File: src/rtl/uart_tx_fifo_pkg.sv
// Shared types and constants for the UART transmit FIFO / launch sequencer.
`timescale 1ns/1ps
package uart_tx_fifo_pkg;

  localparam int BYTE_W         = 8;
  localparam int UART_FRAME_LEN = 10;

  typedef enum logic [2:0] {
    IDLE,
    LOAD,
    START,
    WAIT_BUSY,
    WAIT_DONE,
    GAP
  } tx_state_t;

  function automatic bit is_pow2(input int n);
    return (n > 0) && ((n & (n - 1)) == 0);
  endfunction

endpackage

File: src/rtl/uart_byte_fifo.sv
// Generic synchronous byte FIFO with registered level/full/empty.
// A push while full is discarded and reported on 'dropped' in the same cycle.
`timescale 1ns/1ps
module uart_byte_fifo
  import uart_tx_fifo_pkg::*;
#(
  parameter int DEPTH = 16
) (
  input  logic                     clk,
  input  logic                     rst,
  input  logic                     clr,
  input  logic                     push,
  input  logic                     pop,
  input  logic [BYTE_W-1:0]        data,
  output logic [BYTE_W-1:0]        head,
  output logic                     full,
  output logic                     empty,
  output logic [$clog2(DEPTH):0]   level,
  output logic                     dropped
);

  localparam int AW = $clog2(DEPTH);

  logic [BYTE_W-1:0] mem [DEPTH];
  logic [AW-1:0]     wr_ptr;
  logic [AW-1:0]     rd_ptr;
  logic [AW:0]       level_nxt;
  logic              wr_en;
  logic              rd_en;

  // full/empty are the pre-cycle view, so a push while full is dropped
  // even when a pop happens in the same cycle
  assign wr_en   = push & ~full & ~clr;
  assign rd_en   = pop & ~empty & ~clr;
  assign dropped = push & full & ~clr;
  assign head    = mem[rd_ptr];

  // next occupancy from the accepted push/pop pair
  always_comb begin
    level_nxt = level;
    case ({wr_en, rd_en})
      2'b10:   level_nxt = level + 1'b1;
      2'b01:   level_nxt = level - 1'b1;
      default: level_nxt = level;
    endcase
  end

  // storage array, no reset needed on the data itself
  always_ff @(posedge clk) begin
    if (wr_en) mem[wr_ptr] <= data;
  end

  // pointers and registered occupancy flags
  always_ff @(posedge clk or posedge rst) begin
    if (rst) begin
      wr_ptr <= '0;
      rd_ptr <= '0;
      level  <= '0;
      full   <= 1'b0;
      empty  <= 1'b1;
    end else if (clr) begin
      wr_ptr <= '0;
      rd_ptr <= '0;
      level  <= '0;
      full   <= 1'b0;
      empty  <= 1'b1;
    end else begin
      if (wr_en) wr_ptr <= wr_ptr + 1'b1;
      if (rd_en) rd_ptr <= rd_ptr + 1'b1;
      level <= level_nxt;
      full  <= (level_nxt == (AW + 1)'(DEPTH));
      empty <= (level_nxt == '0);
    end
  end

endmodule

File: src/rtl/uart_tx_fifo.sv
// Transmit byte FIFO and launch sequencer between the TX framer and the
// serializer. Bytes are replayed one at a time; the next OUT_START fires only
// after the serializer finished (or never started) the previous byte.
// Optional statistics outputs DROP_CNT/SENT_CNT exist when the macro
// UART_TX_FIFO_STAT_EN is defined.
//
//   state     | meaning
//   IDLE      | wait for a queued byte and an idle serializer
//   LOAD      | latch head byte into OUT_DATA, pop it
//   START     | OUT_START high for this single cycle
//   WAIT_BUSY | wait for TX_BUSY, give up after BUSY_TIMEOUT cycles
//   WAIT_DONE | wait for TX_DONE or TX_BUSY falling
//   GAP       | GAP_CYCLES idle cycles before the next launch
`timescale 1ns/1ps
module uart_tx_fifo
  import uart_tx_fifo_pkg::*;
#(
  parameter int DEPTH        = 16,
  parameter int GAP_CYCLES   = 2,
  parameter int BUSY_TIMEOUT = 8
) (
  input  logic                    CLK,
  input  logic                    RST,
  input  logic                    DATA_EN,
  input  logic [7:0]              IN_DATA,
  input  logic                    IN_START,
  input  logic                    TX_BUSY,
  input  logic                    TX_DONE,
  output logic [7:0]              OUT_DATA,
  output logic                    OUT_START,
  output logic                    FULL,
  output logic                    EMPTY,
  output logic [$clog2(DEPTH):0]  LEVEL,
  output logic                    OVERFLOW
`ifdef UART_TX_FIFO_STAT_EN
  ,
  output logic [7:0]              DROP_CNT,
  output logic [15:0]             SENT_CNT
`endif
);

  localparam int TMR_MAX = (GAP_CYCLES > BUSY_TIMEOUT) ? GAP_CYCLES : BUSY_TIMEOUT;
  localparam int TW      = $clog2(TMR_MAX + 2);
  localparam logic [TW-1:0] BUSY_LOAD = TW'(BUSY_TIMEOUT - 1);
  localparam logic [TW-1:0] GAP_LOAD  = (GAP_CYCLES == 0) ? '0 : TW'(GAP_CYCLES - 1);
  // with no gap configured the byte ends straight in IDLE
  localparam tx_state_t AFTER_BYTE = (GAP_CYCLES == 0) ? IDLE : GAP;

  if (!is_pow2(DEPTH) || DEPTH < 4 || DEPTH < UART_FRAME_LEN) begin : g_bad_depth
    $error("uart_tx_fifo: DEPTH must be a power of two, at least 4 and hold a full frame");
  end
  if (BUSY_TIMEOUT < 1) begin : g_bad_timeout
    $error("uart_tx_fifo: BUSY_TIMEOUT must be at least 1");
  end

  tx_state_t         state;
  logic [TW-1:0]     tmr;
  logic              start_q;
  logic              push;
  logic              pop;
  logic              dropped;
  logic [BYTE_W-1:0] head;

  assign push = IN_START & DATA_EN;
  assign pop  = DATA_EN & (state == LOAD);
  // a registered strobe may still be high in the cycle DATA_EN drops
  assign OUT_START = start_q & DATA_EN;

  uart_byte_fifo #(.DEPTH(DEPTH)) u_fifo (
    .clk     (CLK),
    .rst     (RST),
    .clr     (~DATA_EN),
    .push    (push),
    .pop     (pop),
    .data    (IN_DATA),
    .head    (head),
    .full    (FULL),
    .empty   (EMPTY),
    .level   (LEVEL),
    .dropped (dropped)
  );

  // launch sequencer; OUT_DATA only changes in LOAD and holds across a flush
  always_ff @(posedge CLK or posedge RST) begin
    if (RST) begin
      state    <= IDLE;
      tmr      <= '0;
      start_q  <= 1'b0;
      OUT_DATA <= '0;
    end else if (!DATA_EN) begin
      state    <= IDLE;
      tmr      <= '0;
      start_q  <= 1'b0;
    end else begin
      start_q <= 1'b0;
      case (state)
        IDLE: begin
          if (!EMPTY && !TX_BUSY) state <= LOAD;
        end
        LOAD: begin
          OUT_DATA <= head;
          start_q  <= 1'b1;
          state    <= START;
        end
        START: begin
          tmr   <= BUSY_LOAD;
          state <= WAIT_BUSY;
        end
        WAIT_BUSY: begin
          if (TX_BUSY) begin
            state <= WAIT_DONE;
          end else if (tmr == '0) begin
            tmr   <= GAP_LOAD;
            state <= AFTER_BYTE;
          end else begin
            tmr <= tmr - 1'b1;
          end
        end
        WAIT_DONE: begin
          if (TX_DONE || !TX_BUSY) begin
            tmr   <= GAP_LOAD;
            state <= AFTER_BYTE;
          end
        end
        GAP: begin
          if (tmr == '0) state <= IDLE;
          else           tmr   <= tmr - 1'b1;
        end
        default: state <= IDLE;
      endcase
    end
  end

  // sticky record of any discarded push, cleared by flush
  always_ff @(posedge CLK or posedge RST) begin
    if (RST)          OVERFLOW <= 1'b0;
    else if (!DATA_EN) OVERFLOW <= 1'b0;
    else if (dropped)  OVERFLOW <= 1'b1;
  end

`ifdef UART_TX_FIFO_STAT_EN
  // saturating drop counter and wrapping launch counter
  always_ff @(posedge CLK or posedge RST) begin
    if (RST) begin
      DROP_CNT <= '0;
      SENT_CNT <= '0;
    end else if (!DATA_EN) begin
      DROP_CNT <= '0;
      SENT_CNT <= '0;
    end else begin
      if (dropped && DROP_CNT != 8'hFF) DROP_CNT <= DROP_CNT + 1'b1;
      if (start_q)                      SENT_CNT <= SENT_CNT + 1'b1;
    end
  end
`endif

endmodule

File: config.mk
export PLATFORM = sky130hd
export DESIGN_NAME = uart_tx_fifo
export DESIGN_NICKNAME = d
export VERILOG_FILES = /design/src/rtl/uart_tx_fifo_pkg.sv /design/src/rtl/uart_byte_fifo.sv /design/src/rtl/uart_tx_fifo.sv
export SDC_FILE = /design/constraint.sdc
export NUM_CORES = 1
export LEC_CHECK = 0
export CAP_MARGIN = 40
export CORE_MARGIN = 2
export CORE_UTILIZATION = 50
export CTS_BUF_LIST = sky130_fd_sc_hd__clkbuf_8
export DETAILED_ROUTE_END_ITERATION = 10
export PLACE_DENSITY = 0.75
export SETUP_SLACK_MARGIN = 0.05
export SYNTH_ARGS = -nofsm -noshare
export SYNTH_HDL_FRONTEND = slang
export SYNTH_SLANG_ARGS = --single-unit
File: constraint.sdc
create_clock -name CLK -period 5.25 [get_ports CLK]
set_input_delay 0.7875 -clock CLK [delete_from_list [all_inputs] [get_ports CLK]]
set_output_delay 0.7875 -clock CLK [all_outputs]
set_load 0.02 [all_outputs]
-- Word level (Yosys, flattened, before mapping)
Memories as Yosys holds them, arrays and structs flattened. A register that Yosys moved wholly into a read port is not among the register bits.
Index checks and enable logic that the tools add are counted.
- bits in registers: 24
- bits in writable memories: 128
- input bits: 14
- output and inout bits: 17
- memories kept: 1
- $add $sub $neg: 5
- equal/unequal tests: 18
- mux-type cells: 27
- bitwise operators: 11
- reductions and logical operators: 10
- memories (name ; words ; width ; rd ports ; clocked after memory_dff ; wr ports ; line ; source):
    u_fifo.mem ; 16 ; 8 ; 1 ; 1 ; 1 ; uart_byte_fifo.sv:24 ; logic [BYTE_W-1:0] mem [DEPTH];
- operator list (cell ; number):
    2-to-1 mux 4 bit ; 9
    2-to-1 mux 3 bit ; 6
    case mux 3 bit (6 select lines) ; 1
    case mux 4 bit (4 select lines) ; 1
    inequality test 3 bit (second input constant) ; 5
    case mux 5 bit (2 select lines) ; 1
    AND 1 bit ; 9
    adder 4 x 1 -> 4 bit (second input constant) ; 2
    2-to-1 mux 1 bit ; 8
    AND reduction 4 bit ; 2
    == test 3 x 2 -> 1 bit (second input constant) ; 2
    == test 3 bit (second input constant) ; 2
    inequality test 2 x 1 -> 1 bit (second input constant) ; 3
    adder 5 x 1 -> 5 bit (second input constant) ; 1
    == test 5 bit (second input constant) ; 1
    zero test 5 bit ; 1
    2-to-1 mux 5 bit ; 1
    inequality test 5 x 1 -> 1 bit (second input constant) ; 1
    subtractor 5 x 1 -> 5 bit (second input constant) ; 1
    zero test 4 bit ; 1
    inequality test 4 bit (second input constant) ; 1
    subtractor 4 x 1 -> 4 bit (second input constant) ; 1
    == test 3 x 1 -> 1 bit (second input constant) ; 1
    zero test 3 bit ; 1
    other kinds (7) ; 9

-- Longest topological paths before layout
- depth after elaboration: 8
- gate-level depth with buffers: 12
- depth with buffers taken out: 10

-- Hierarchy
From an unflattened synthesis, not the netlist that was laid out.
- cell total of the unflattened synthesis: 384
- area, all modules: 6922.9 um^2
- modules (own cells, without submodules) (module ; times used ; cells each ; area an instance (um^2) ; seq. area each (um^2)):
    uart_byte_fifo ; 1 ; 295 ; 5949.5 ; 4220.3
    uart_tx_fifo ; 1 ; 89 ; 973.4 ; 425.4

-- Least setup slack after synthesis
OpenSTA, ideal clock, no wires.
- path kind: input to register
- from: input IN_START
- to: register u_fifo.full
- setup time: 88 ps
- data arrival time: 3042 ps
- path slack: 2120 ps
- stages: 12
- buffers on the path: 2
- path through: nor2b_1 -> clkbuf_1 -> nand2_1 -> ha_1 -> clkbuf_1 -> xor2_1 -> ha_1 -> or3b_2 -> a32oi_1 -> xnor2_1 -> and2_1 -> nor3b_1
- word-level cells in the longest chain between the ends: 7
- elaborated cells between the ends (all ways): 8
- classes of those cells: eq/ne: 3; mux: 2; bitwise: 3
- ends and longest elaborated chain (element ; line ; source):
    start, declared ; uart_tx_fifo.sv:26 ; input logic IN_START,
    AND 1 bit * ; uart_tx_fifo.sv:64 ; assign push = IN_START & DATA_EN;
    AND 1 bit * (2 in series) ; uart_byte_fifo.sv:33 ; assign wr_en = push & ~full & ~clr;
    == test 2 x 1 -> 1 bit or == test 2 bit (tied branches) ; uart_byte_fifo.sv:41 ; case ({wr_en, rd_en})
    case mux 5 bit (2 select lines) * ; uart_byte_fifo.sv:41 ;
    == test 5 bit * ; uart_byte_fifo.sv:71 ; full <= (level_nxt == (AW + 1)'(DEPTH));
    2-to-1 mux 1 bit * ; uart_byte_fifo.sv:61 ; end else if (clr) begin
    end signal, assigned ; uart_byte_fifo.sv:71 ;
    end, declared ; uart_byte_fifo.sv:16 ; output logic full,
Every way passes the cells marked *; elsewhere a longest branch is shown, timed or not.
A chain may end at the register's enable or synchronous reset.

-- Worst setup path in the final report
- from: input DATA_EN
- to: register u_fifo.full
- word-level cells in the longest chain between the ends: 7
- elaborated cells between the ends (all ways): 11
- classes of those cells: eq/ne: 3; mux: 2; bitwise: 6
- ends and longest elaborated chain (element ; line ; source):
    start, declared ; uart_tx_fifo.sv:24 ; input logic DATA_EN,
    AND 1 bit (on tied branches) ; uart_tx_fifo.sv:65, uart_tx_fifo.sv:64 ;
    AND 1 bit (on tied branches) (2 in series) ; uart_byte_fifo.sv:34, uart_byte_fifo.sv:33 ;
    == test 2 x 1 -> 1 bit or == test 2 bit (tied branches) ; uart_byte_fifo.sv:41 ;
    case mux 5 bit (2 select lines) ; uart_byte_fifo.sv:41 ;
    == test 5 bit ; uart_byte_fifo.sv:71 ;
    2-to-1 mux 1 bit * ; uart_byte_fifo.sv:61 ;
Marks and branches as above.

==> flow_metrics.tcl <==
set metrics [dict create \
    drt_iter0_drc 365 \
    skew_ps 11.0 \
    rrSetupSlack_ps 1590 \
    crit_path_max_incr_delay_ps 510 \
    met2_length_um 6410 \
    period_minus_slack_ps 4050 \
    start_util_pct 51.4 \
    coreArea_um2 13300 \
    finalSetupViolations 0 \
    syn_nets 454 \
    yosys_warnings 0 \
    syn2layout_area_growth_pct 12.7 \
    grt_use_total_pct 19.3 \
    worstPathCellList "clkdlybuf4s50_1, buf_4, nand4bb_1, nor2_1, ha_1, xor2_1, ha_1, or3b_2, a32oi_1, xnor2_1, and2_1, nor3b_1" \
    drt-wirelength-per-cell_um 19.6 \
    ctsHoldBuffers 0 \
    clk_path_buf_depth 2 \
    crit_family "simple AND/OR/NAND/NOR gates" \
    antenna_found_initial 0 \
    fin_nets 486 \
    clock_latency_ps 460 \
    crit_path_start_kind "primary input" \
    worst_slack_ps 1200 \
    drtPass1Iterations 5 \
    syn_area_per_cell_um2 15.9 \
    powerDensity_nw_per_um2 343 \
    cap_violations 0 \
    cts-root-buf "clkbuf_8" \
    met1_length_um 5330 \
    dieWidth_um 121 \
    synth_top_cell_area_share_pct 56.2 \
    layout-drive-gt1-share_pct 15.6 \
    cp_max_fo 16 \
    num_antenna_cells 0 \
    io_pins 31 \
    synth_ff_type "edfxtp_1" \
    viasPerCell 5.80 \
    mappedNetlistArea_um2 6840 \
    htree_levels 4 \
    crit_required_ps 5630 \
    ir_worst_vdd_v 0.000200 \
    finalHoldViolCount 0 \
    path_buf_inv 2 \
    synth_most_common_cell "edfxtp_1" \
    crit_type "primary input to flop" \
    wl_um 12700 \
    yosysTopAreaCell "edfxtp_1" \
    final_antenna_net_count 0 \
    crit_arrival_ps 4420 \
    synth_area_leaders "edfxtp_1 (56%), dfrtp_1 (11%), mux4_2 (4.6%)" \
    final_max_slew_viol_count 0 \
    critPathMostFrequentCell "ha_1" \
    routed.top_layer "met4" \
    cts.clk_slew.worst_paths_ps 80 \
    grt_pass1_wl_um 20600 \
    port_buffers 30 \
    ys_top_cells_by_count "edfxtp_1 (128), dfrtp_1 (31), nor2_1 (25)" \
    p_leak_nw 2.65 \
    row_count 42 \
    async_reset_ff_share_pct 20.0 \
    end_kind "flop" \
    max_slew_margin_pct 42.0 \
    synth-seq-cells 160 \
    seq_area_frac_synth_pct 68.0 \
    grt_pass1_vias 3859 \
    ys_types 48 \
    die_h_um 121 \
    place.gp.congestion 0.835 \
    clock_sinks 160 \
    grt_max_degree 42 \
    cts_inserted_buffers 17 \
    wl_met3_um 784 \
    worstMarginPinSlew_ps 870 \
    cts_tree "yes" \
    synth-edff-count 128 \
    hp-class "flop to flop" \
    holdWs_ps 512 \
    dieArea_um2 14600 \
    route.detailed.drc 0 \
    fin_crit_sh_pct 77.1 \
    hpwl_um 8120 \
    slowest_stage "nor2_1" \
    pre_cts_ws_ps 764 \
    rsz0062_at_grt "false" \
    fmax_mhz 247 \
    postCtsSetupRepairBufs 0 \
    ctsResizeCount 0 \
    setup-tns-final_ps 0 \
    grt_overflow 0 \
    netlist_instances 430 \
    status "completed" \
    dr_total_vias 3778 \
]
[cell usage in the layout (no fill, tap or decap), types with 3 or more instances in the layout]
cell type / n
mux2_2: 20
mux2i_1: 17
o31ai_1: 3
mux4_2: 14
clkinv_2: 3
inv_1: 10
nand3_1: 4
and2_1: 19
clkbuf_8: 17
nand2b_1: 4
nor3_1: 9
nor2_1: 25
nor2b_1: 4
o22ai_1: 8
bufinv_16: 3
nand2_1: 16
o21bai_1: 7
buf_4: 4
clkdlybuf4s50_1: 30
mux4_1: 6
a221o_1: 6
edfxtp_1: 128
xnor2_1: 6
ha_1: 10
inv_6: 4
a21oi_1: 12
o21ai_0: 17
nor3b_1: 6
dfrtp_1: 30
xor2_1: 5
[layout make-up]
cell class                      instances  area, um2
Fill cell                             973       5590
Sequential cell                       160       4650
Multi-Input combinational cell        239       2030
Timing Repair Buffer                   35        358
Clock buffer                           17        234
Tap cell                              176        220
Clock inverter                         15        184
Inverter                                9       33.8
[logic make-up after synthesis]
logic type                 count (synthesis)  synth area share [%]
AOI/OAI and AO/OA                         66                  6.48
DFF                                      160                  68.0
muxes                                     57                  12.7
buffers and inverters                     31                  2.34
and+or+nand+nor                           95                  7.28
adders and majority gates                 10                  1.83
xor gates and xnor gates                  11                  1.41
[state kept, by name, indices dropped and copies added (netlist names)]
name and flops:
u_fifo.mem 128, OUT_DATA 8, u_fifo.level 5, tmr 4, u_fifo.rd_ptr 4, u_fifo.wr_ptr 4, state 3, OVERFLOW 1
start_q 1, u_fifo.empty 1, u_fifo.full 1
[final timing paths]
check                      cells past startpoint  startpoint            to
hold / removal                                 2    OVERFLOW      OVERFLOW
setup / recovery                              12     DATA_EN   u_fifo.full
setup reg to reg                              10    state[2]   u_fifo.full
min in group asynchronous                      3         RST        tmr[0]
max in group asynchronous                      3         RST  u_fifo.empty
hold reg to reg                                2    OVERFLOW      OVERFLOW
[through the flow]
stage / util, % / power [mW] / instances / instance area [um2]
after detailed placement: 54.8 / 1.72 / 619 / 7290
after global routing: 58.0 / 2.74 / 651 / 7710
after global placement: 54.6 / 1.71 / 618 / 7260
final: 58.0 / 2.64 / 651 / 7710
after CTS: 58.0 / 2.66 / 651 / 7710
after floorplan: - / 1.61 / 430 / 6840
[worst register-to-register path: cells and delay by family (launching register included)]
kind            cells  cell delay, ps
compound gates      1             240
xor+xnor            2             360
fa+ha+maj           2             600
flops               1             480
simple gates        5            1890
[power by group]
part / switching [mW] / total (mW) / internal, mW
clock network: 0.468 / 0.947 / 0.479
registers: 0.0435 / 1.46 / 1.41
logic: 0.121 / 0.238 / 0.117
total: 0.632 / 2.64 / 2.01
[metal layers]
| metal | up-vias | track usage, % |
|---|---|---|
| met5 | - | 0 |
| met4 | 0 | 6.25 |
| met3 | 25 | 5.40 |
| met2 | 134 | 32.1 |
| met1 | 1899 | 24.6 |
| li1 | 1720 | - |
Note: power is estimated with default switching activity, not from simulation.
